**src/rtl/packer_arbiter_if.sv**
```systemverilog
// Beat-level bus between NUM_REQ requesters, the arbiter and one data_packer.
// The master modport is the arbiter's view; slave is the requester/packer side.
interface packer_arbiter_if #(
  parameter int NUM_REQ  = 4,
  parameter int IN_WIDTH = 64
);
  logic [NUM_REQ-1:0]          s_req;
  logic [NUM_REQ*IN_WIDTH-1:0] s_data;
  logic [NUM_REQ-1:0]          s_ready;
  logic                        p_write_req;
  logic                        p_write_ready;
  logic [IN_WIDTH-1:0]         p_write_data;

  modport master (
    input  s_req, s_data, p_write_ready,
    output s_ready, p_write_req, p_write_data
  );

  modport slave (
    output s_req, s_data, p_write_ready,
    input  s_ready, p_write_req, p_write_data
  );
endinterface

```
**src/rtl/packer_arbiter.sv**
```systemverilog
// Round-robin arbiter that locks one requester onto the packer for a whole
// output word, re-arbitrating on the final beat so words run back to back.
module packer_arbiter #(
  parameter  int NUM_REQ   = 4,
  parameter  int IN_WIDTH  = 64,
  parameter  int OUT_WIDTH = 128,
  localparam int ID_W      = $clog2(NUM_REQ)
) (
  input  logic             clk,
  input  logic             resetn,
  input  logic             enable,
  packer_arbiter_if.master bus,
  output logic             busy,
  output logic             word_done,
  output logic [ID_W-1:0]  word_owner
);

  localparam int WORD_BEATS = (OUT_WIDTH + IN_WIDTH - 1) / IN_WIDTH;
  localparam int BCNT_W     = (WORD_BEATS > 1) ? $clog2(WORD_BEATS) : 1;
  localparam logic [BCNT_W-1:0] LAST_BEAT = BCNT_W'(WORD_BEATS - 1);

  typedef enum logic {
    ST_IDLE,
    ST_LOCKED
  } state_t;

  state_t              r_state;
  logic [ID_W-1:0]     r_gnt;
  logic [BCNT_W-1:0]   r_bcnt;
  logic [ID_W-1:0]     r_last_owner;
  logic                r_word_done;
  logic [ID_W-1:0]     r_word_owner;

  state_t              w_state_nxt;
  logic [ID_W-1:0]     w_gnt_nxt;
  logic [BCNT_W-1:0]   w_bcnt_nxt;
  logic                w_gnt_req;
  logic [IN_WIDTH-1:0] w_gnt_data;
  logic [NUM_REQ-1:0]  w_ready;
  logic                w_beat;
  logic                w_last;
  logic [ID_W-1:0]     w_rr_base;
  logic [ID_W-1:0]     w_rr_cand;
  logic [ID_W-1:0]     w_rr_idx;
  logic                w_rr_found;

  assign w_beat = (r_state == ST_LOCKED) && w_gnt_req && bus.p_write_ready;
  assign w_last = w_beat && (r_bcnt == LAST_BEAT);

  // Grantee mux: request, data and the one-hot accept all follow r_gnt.
  // NOTE: every always_comb output gets a default first so no path infers a latch.
  always_comb begin
    w_gnt_req  = 1'b0;
    w_gnt_data = '0;
    w_ready    = '0;
    for (int i = 0; i < NUM_REQ; i++) begin
      if (r_gnt == ID_W'(i)) begin
        w_gnt_req  = bus.s_req[i];
        w_gnt_data = bus.s_data[i*IN_WIDTH +: IN_WIDTH];
        w_ready[i] = w_beat;
      end
    end
  end

  // Search starts one past the base, so the base itself is checked last.
  always_comb begin
    w_rr_found = 1'b0;
    w_rr_idx   = '0;
    w_rr_cand  = '0;
    w_rr_base  = (r_state == ST_LOCKED) ? r_gnt : r_last_owner;
    for (int i = 1; i <= NUM_REQ; i++) begin
      w_rr_cand = ID_W'((int'(w_rr_base) + i) % NUM_REQ);
      if (!w_rr_found && bus.s_req[w_rr_cand]) begin
        w_rr_found = 1'b1;
        w_rr_idx   = w_rr_cand;
      end
    end
  end

  always_comb begin
    w_state_nxt = r_state;
    w_gnt_nxt   = r_gnt;
    w_bcnt_nxt  = r_bcnt;
    unique case (r_state)
      ST_IDLE: begin
        if (enable && w_rr_found) begin
          w_state_nxt = ST_LOCKED;
          w_gnt_nxt   = w_rr_idx;
          w_bcnt_nxt  = '0;
        end
      end
      ST_LOCKED: begin
        // A stalled grantee simply holds the grant; only a full word releases it.
        if (w_last) begin
          w_bcnt_nxt = '0;
          if (enable && w_rr_found) begin
            w_gnt_nxt = w_rr_idx;
          end else begin
            w_state_nxt = ST_IDLE;
          end
        end else if (w_beat) begin
          w_bcnt_nxt = r_bcnt + BCNT_W'(1);
        end
      end
      default: w_state_nxt = ST_IDLE;
    endcase
  end

  // NOTE: state uses non-blocking assignments so every register samples pre-edge values.
  always_ff @(posedge clk or negedge resetn) begin
    if (!resetn) begin
      r_state      <= ST_IDLE;
      r_gnt        <= '0;
      r_bcnt       <= '0;
      r_last_owner <= ID_W'(NUM_REQ - 1);
      r_word_done  <= 1'b0;
      r_word_owner <= '0;
    end else begin
      r_state     <= w_state_nxt;
      r_gnt       <= w_gnt_nxt;
      r_bcnt      <= w_bcnt_nxt;
      r_word_done <= w_last;
      if (w_last) begin
        r_last_owner <= r_gnt;
        r_word_owner <= r_gnt;
      end
    end
  end

  assign bus.p_write_req  = w_beat;
  assign bus.s_ready      = w_ready;
  assign bus.p_write_data = w_gnt_data;
  assign busy             = (r_state == ST_LOCKED);
  assign word_done        = r_word_done;
  assign word_owner       = r_word_owner;

endmodule
```
**src/flat_wrapper.sv**
```systemverilog
// flat-port wrapper written by rule: the top's interface ports become plain ports
module packer_arbiter_flat 
#(
  parameter  int NUM_REQ   = 4,
  parameter  int IN_WIDTH  = 64,
  parameter  int OUT_WIDTH = 128,
  localparam int ID_W      = $clog2(NUM_REQ)
)
  (clk, resetn, enable, busy, word_done, word_owner, bus_s_req, bus_s_data, bus_p_write_ready, bus_s_ready, bus_p_write_req, bus_p_write_data);
  packer_arbiter_if #(.NUM_REQ(NUM_REQ), .IN_WIDTH(IN_WIDTH)) bus_i ();
  input  logic clk;
  input  logic resetn;
  input  logic enable;
  output logic busy;
  output logic word_done;
  output logic [ID_W-1:0] word_owner;
  input wire logic [$bits(bus_i.s_req)-1:0] bus_s_req;
  input wire logic [$bits(bus_i.s_data)-1:0] bus_s_data;
  input wire logic [$bits(bus_i.p_write_ready)-1:0] bus_p_write_ready;
  output wire logic [$bits(bus_i.s_ready)-1:0] bus_s_ready;
  output wire logic [$bits(bus_i.p_write_req)-1:0] bus_p_write_req;
  output wire logic [$bits(bus_i.p_write_data)-1:0] bus_p_write_data;
  assign bus_i.s_req = bus_s_req;
  assign bus_i.s_data = bus_s_data;
  assign bus_i.p_write_ready = bus_p_write_ready;
  assign bus_s_ready = bus_i.s_ready;
  assign bus_p_write_req = bus_i.p_write_req;
  assign bus_p_write_data = bus_i.p_write_data;
  packer_arbiter #(.NUM_REQ(NUM_REQ), .IN_WIDTH(IN_WIDTH), .OUT_WIDTH(OUT_WIDTH)) u_core (.clk(clk), .resetn(resetn), .enable(enable), .bus(bus_i), .busy(busy), .word_done(word_done), .word_owner(word_owner));
endmodule
```
**config.mk**
```make
export PLATFORM = sky130hd
export DESIGN_NAME = packer_arbiter_flat
export DESIGN_NICKNAME = d
export VERILOG_FILES = /design/src/rtl/packer_arbiter_if.sv /design/src/rtl/packer_arbiter.sv /design/src/flat_wrapper.sv
export SDC_FILE = /design/constraint.sdc
export NUM_CORES = 1
export LEC_CHECK = 0
export ABC_AREA = 1
export BUFFER_PORTS_ARGS = -buffer_cell sky130_fd_sc_hd__buf_2
export CAP_MARGIN = 10
export CORE_AREA = 2 2 131 133
export DETAILED_ROUTE_END_ITERATION = 7
export DIE_AREA = 0 0 133 135
export GPL_TIMING_DRIVEN = 0
export HOLD_SLACK_MARGIN = 0.06
export SETUP_SLACK_MARGIN = 0.15
export SLEW_MARGIN = 20
export SYNTH_ARGS = -nofsm -noshare
export SYNTH_HDL_FRONTEND = slang
export SYNTH_SLANG_ARGS = --single-unit
```
**constraint.sdc**
```tcl
create_clock -name clk -period 2.02 [get_ports clk]
set_input_delay 0.101 -clock clk [delete_from_list [all_inputs] [get_ports clk]]
set_output_delay 0.101 -clock clk [all_outputs]
set_load 0.1 [all_outputs]
```
# Word-level counts from Yosys, hierarchy flattened
# Index checks and enable logic that the tools add are counted.
classes:
  eq_ne: 6
  order_cmp: 4
  bitwise_logic: 1
  shift: 0
  add_sub_neg: 5
  n_div: 0
  reduce_logical: 12
  mux: 39
  mul: 0
op_table:
  columns: ["cell", "n"]
  rows:
  - ["$mux 64", 4]
  - ["$mux 1", 21]
  - ["$mux 2", 7]
  - ["$lt 2x3->1 const B", 4]
  - ["$bmux 1 s2", 4]
  - ["$logic_and 1x1->1", 7]
  - ["$add 2x1->2 const B", 2]
  - ["$add 2x2->2 const B", 2]
  - ["$eq 2x2->1 const B", 2]
  - ["$pmux 1 s2", 2]
  - ["$pmux 2 s2", 1]
  - ["$logic_not 1->1", 3]
  - ["$ne 3x3->1 const B", 1]
  - ["$eq 2x1->1 const B", 1]
  - ["$logic_not 2->1", 1]
  - ["$ne 2x1->1 const B", 1]
  - ["$ne 2x2->1 const B", 1]
  - ["$reduce_and 2->1", 1]
  - ["$add 1x1->1 const B", 1]
  - ["$not 1->1", 1]
totals:
  n_memories: 0
  latch_bits: 0
  out_inout_bits: 73
  mem_bits_ro: 0
  elab_cells: 73
  regBits: 9
  ramBits: 0

# Logic depth before layout (Yosys ltp)
logic_depth:
  word_depth: 18
  mapped_depth: 15
  ltp_nobuf: 14

# Worst setup path after synthesis
# Ideal clock, no wire load.
synth_timing:
  path_kind: "register to output"
  start: "reg u_core.r_state, in the netlist u_core.busy"
  end: "out bus_s_ready[0]"
  stages_incl_launch_ff: 5
  path_slack_ps: -2548
  t_required_ps: 1919
  n_path_buf: 0
  t_arrival_ps: 4467
  path_cell_list: "dfrtp_1 o211ai_1 a21oi_2 inv_1 nor3_1"
synth_between:
  elab_chain_cells: 3
synth_rtl:
  columns: ["element", "line_no", "rtl"]
  rows:
  - ["start: declaration", "packer_arbiter.sv:27", "state_t r_state;"]
  - ["start signal: assignment", "packer_arbiter.sv:119", "r_state <= w_state_nxt;"]
  - ["$logic_and 1x1->1 (2 in a row)", "packer_arbiter.sv:47", "assign w_beat = (r_state == ST_LOCKED) && w_gnt_req && bus.p_write_ready;"]
  - ["named net bus_p_write_req", "flat_wrapper.sv:21", "output wire logic [$bits(bus_i.p_write_req)-1:0] bus_p_write_req;"]
  - ["$mux 1", "packer_arbiter.sv:57", "if (r_gnt == ID_W'(i)) begin"]
  - ["end: declaration", "flat_wrapper.sv:20", "output wire logic [$bits(bus_i.s_ready)-1:0] bus_s_ready;"]
# The timed path passes the listed nets, and every way through them passes these cells.

# Worst setup path in the final report
layout_timing:
  start: "reg u_core.r_gnt[1]"
  end: "out bus_p_write_data[50]"
layout_between:
  elab_chain_cells: 5
  elab_cells_between_ends: 8
  classes_between: "3 x eq/ne; 4 x mux; 1 x reduce/logical"
layout_rtl:
  columns: ["element", "line_no", "rtl"]
  rows:
  - ["start: declaration", "packer_arbiter.sv:28", "logic [ID_W-1:0] r_gnt;"]
  - ["start signal: assignment", "packer_arbiter.sv:120", "r_gnt <= w_gnt_nxt;"]
  - ["$logic_not 2->1", "packer_arbiter.sv:57", null]
  - ["$mux 64 (3 in a row)", "packer_arbiter.sv:57", null]
  - ["$mux 64 *", "packer_arbiter.sv:57", null]
  - ["end: declaration", "flat_wrapper.sv:22", "output wire logic [$bits(bus_i.p_write_data)-1:0] bus_p_write_data;"]
# Every way passes the cells marked *; elsewhere a longest branch is shown, timed or not.

==> metrics.json <==
{
  "grt_use_total": {"value": 15.2, "unit": "%"},
  "post_synth_inst_count": {"value": 478},
  "synth_top_family_by_area": {"value": "simple AND/OR/NAND/NOR gates"},
  "io_buffers": {"value": 336},
  "die_area": {"value": 18000, "unit": "um^2"},
  "grt_overflow_total": {"value": 0},
  "dp_slack": {"value": -0.236, "unit": "ns"},
  "synth_nets": {"value": 742},
  "path_max_fanout": {"value": 10},
  "grt_max_degree": {"value": 11},
  "clk_latency": {"value": 0.24, "unit": "ns"},
  "synth_simple_gate_area_share": {"value": 78.8, "unit": "%"},
  "number_of_global_route_vias_before_repair": {"value": 4196},
  "antenna_found_initial": {"value": 3},
  "syn_avg_cell_area": {"value": 4.73, "unit": "um^2"},
  "cp.required": {"value": 1.92, "unit": "ns"},
  "fp.dieH": {"value": 135, "unit": "um"},
  "clkTransAtPathRegs": {"value": 0.04, "unit": "ns"},
  "area_of_the_multi_input_gates": {"value": 1940, "unit": "um^2"},
  "timing.final.max_slew_violations": {"value": 0},
  "report.final.hold_viol_count": {"value": 0},
  "number_of_buffers_created_by_cts": {"value": 3},
  "drt-vias-per-instance": {"value": 4.26},
  "total_number_of_vias": {"value": 4473},
  "timing.final.setup_violations": {"value": 0},
  "cts_max_level": {"value": 1},
  "finClkSkew": {"value": 0.00300, "unit": "ns"},
  "floorplan.initialDensity": {"value": 13.8, "unit": "%"},
  "buffer_levels_on_the_longest_clock_path": {"value": 2},
  "r2r.worst_path.cells": {"value": 13},
  "areaGrowthSynthToFinish": {"value": 137, "unit": "%"},
  "layout.core_utilization": {"value": 32.6, "unit": "%"},
  "hold_depth": {"value": 3},
  "post_drt_wl_per_cell": {"value": 14.5, "unit": "um"},
  "holdCritPathClass": {"value": "input pin to register"},
  "drt_iter0_drc": {"value": 242},
  "route.detailed.drc": {"value": 0},
  "yosys.area_share.adder": {"value": 0, "unit": "%"},
  "core.rowCount": {"value": 47},
  "gp_congestion": {"value": 0.859},
  "hold_path_end": {"value": "u_core.busy$_DFF_PN0_"},
  "first_pass_iters": {"value": 5},
  "criticalPathCategory": {"value": "register to primary output"},
  "setup_repair_after_global_routing_missed_its_margin": {"value": "true"},
  "critical_path.slowest_cell": {"value": "sky130_fd_sc_hd__dfrtp_1"},
  "grt_first_pass_wirelength": {"value": 21.9, "unit": "mm"},
  "timing.rr.start": {"value": "u_core.busy$_DFF_PN0_"},
  "min_from": {"value": "enable"},
  "status": {"value": "finished clean"},
  "finalWorstSetupSlack": {"value": 0.166, "unit": "ns"},
  "nFillCells": {"value": 1785},
  "maxSlewHeadroom": {"value": 66.5, "unit": "%"},
  "cpPeakStageDelay": {"value": 0.40, "unit": "ns"},
  "layout.nets": {"value": 1094},
  "core": {"value": 16400, "unit": "um^2"},
  "top_level_ports": {"value": 337},
  "post_layout_nonfiller_instances": {"value": 1051},
  "drv_cap": {"value": 0},
  "cts_tree": {"value": "done"},
  "syn_area": {"value": 2260, "unit": "um^2"},
  "finalWorstPathRequiredPeriod": {"value": 1.85, "unit": "ns"},
  "timing.critical_path.cells": {"value": "buf_8 -> inv_4 -> nor2_4 -> clkbuf_16 -> clkbuf_8 -> nand2_1 -> nand4_1 -> buf_12"},
  "worstReg2RegEnd": {"value": "u_core.r_gnt[0]$_DFFE_PN0P_"},
  "clock-sinks": {"value": 9},
  "worst_slew_pin_slew": {"value": 0.506, "unit": "ns"},
  "layout-drive-gt1-share": {"value": 50.9, "unit": "%"},
  "synth-xor-area-share": {"value": 0.388, "unit": "%"},
  "rrSetupSlack": {"value": 0.27, "unit": "ns"},
  "ff_latch_area": {"value": 231, "unit": "um^2"},
  "ys.warnings.count": {"value": 0},
  "synth.area.mux_share": {"value": 0, "unit": "%"},
  "layout.cells.most_common": {"value": "sky130_fd_sc_hd__nand2_1"},
  "ys_seq_elements": {"value": 9},
  "post-route-cell-area": {"value": 5360, "unit": "um^2"},
  "ctsRootBufferMaster": {"value": "sky130_fd_sc_hd__clkbuf_16"},
  "mostFrequentLayoutCells": {"value": "sky130_fd_sc_hd__nand2_1 (303), sky130_fd_sc_hd__buf_2 (268), sky130_fd_sc_hd__nand4_1 (66)"},
  "dp.cells": {"value": 1034},
  "synth_seq_area_share": {"value": 10.1, "unit": "%"},
  "die_w": {"value": 133, "unit": "um"},
  "drtAntennaViolNets": {"value": 0},
  "place_hpwl": {"value": 12.4, "unit": "mm"},
  "cp-start-kind": {"value": "register"},
  "fin_crit_sh": {"value": 91.8, "unit": "%"},
  "synth.lib_cells_used.distinct": {"value": 26},
  "routed_wl": {"value": 15.2, "unit": "mm"},
  "timing.fmax": {"value": 539, "unit": "MHz"},
  "synth_compound_area_share": {"value": 2.38, "unit": "%"},
  "timing.critical_path.arrival": {"value": 1.75, "unit": "ns"},
  "critPathCaptureType": {"value": "primary output"},
  "dpl_cell_area": {"value": 4450, "unit": "um^2"}
}
==> worst max-delay path by stage <==
stage	start	endpoint	slack [ns]	cells past startpoint
after floorplan	u_core.busy$_DFF_PN0_	bus_s_ready[0]	-0.54	4
after global placement	u_core.r_gnt[0]$_DFFE_PN0P_	bus_p_write_data[30]	-0.24	7
after detailed placement	u_core.r_gnt[0]$_DFFE_PN0P_	bus_p_write_data[30]	-0.24	7
after CTS	u_core.r_gnt[0]$_DFFE_PN0P_	bus_p_write_data[50]	0.11	7
after global routing	u_core.r_gnt[1]$_DFFE_PN0P_	bus_s_ready[0]	0.07	9
final	u_core.r_gnt[1]$_DFFE_PN0P_	bus_p_write_data[50]	0.17	8
==> synth_stat cells <==
master,instances,area share (%)
sky130_fd_sc_hd__nand2_1,316,52
sky130_fd_sc_hd__nand4_1,66,18
sky130_fd_sc_hd__clkbuf_1,25,4.2
sky130_fd_sc_hd__inv_1,16,2.7
sky130_fd_sc_hd__nand2_2,11,3.0
sky130_fd_sc_hd__nand3_1,8,1.8
sky130_fd_sc_hd__dfrtp_1,7,7.8
sky130_fd_sc_hd__nor2_1,6,1.0
sky130_fd_sc_hd__dfstp_2,2,2.3
sky130_fd_sc_hd__inv_2,2,0.33
sky130_fd_sc_hd__nor3_1,2,0.44
sky130_fd_sc_hd__o211ai_1,2,0.66
sky130_fd_sc_hd__o21ai_0,2,0.44
sky130_fd_sc_hd__a21oi_1,1,0.22
sky130_fd_sc_hd__a21oi_2,1,0.39
sky130_fd_sc_hd__a31oi_1,1,0.28
sky130_fd_sc_hd__buf_1,1,0.17
sky130_fd_sc_hd__buf_2,1,0.22
sky130_fd_sc_hd__buf_4,1,0.33
sky130_fd_sc_hd__buf_6,1,0.50
sky130_fd_sc_hd__nand2_4,1,0.50
sky130_fd_sc_hd__nand3_2,1,0.44
sky130_fd_sc_hd__nand3b_1,1,0.33
sky130_fd_sc_hd__nor2_4,1,0.50
sky130_fd_sc_hd__o21ai_2,1,0.39
sky130_fd_sc_hd__xnor2_1,1,0.39
==> logic make-up after synthesis <==
| kind of cell | Yosys count |
|---|---|
| buf+inv | 47 |
| compound gates | 8 |
| flops | 9 |
| xor+xnor | 1 |
| simple gates | 413 |
==> flip-flops by register name, indices dropped and copies added, names as in the netlist <==
register and cells:
u_core.r_gnt 2, u_core.r_last_owner 2, u_core.word_owner 2, u_core.busy 1
u_core.r_bcnt 1, u_core.word_done 1
==> stage by stage <==
step	TNS [ns]	hold WS, ns
2_1_floorplan	-1.81	-0.195
3_3_place_gp	-9.92	-0.0406
3_5_place_dp	-9.68	-0.0373
4_1_cts	0	0.120
5_1_grt	0	0.141
6_report	0	0.132
==> worst max-delay path, delay by kind of cell, from the launching register on <==
kind / cells / cell delay (ns)
buffers and inverters: 5 / 0.80
and+or+nand+nor: 3 / 0.32
DFF: 1 / 0.40
==> metal layers <==
| layer | vias up | routed length, um | global-route usage [%] |
|---|---|---|---|
| li1 | 2255 | - | - |
| met1 | 1947 | 6260 | 19.5 |
| met2 | 251 | 7480 | 27.0 |
| met3 | 20 | 1230 | 2.21 |
| met4 | 0 | 274 | 3.29 |
| met5 | - | 0 | 0 |
==> what timing repair did <==
action                                  CTS  global route
cloned                                    0             1
endpoints found under the setup margin   68            71
pin swaps                                 2             7
setup buffers                             4             5
endpoints found under the hold margin     9             0
hold buffers                              1             0
gates resized for setup                 160            62
==> layout make-up <==
class                      count  area share (%)
antenna                        2          0.0934
sequential                     9            4.32
multi-input combinational    422            36.2
buffer                        29            6.68
clock buffer                   4            1.47
inverter                      18            1.57
tap                          220            5.14
timing repair buffer         347            44.5
Power is left out: the tool's default activity adds up to more than one toggle a clock period on the data nets, which glitch-free logic cannot reach.
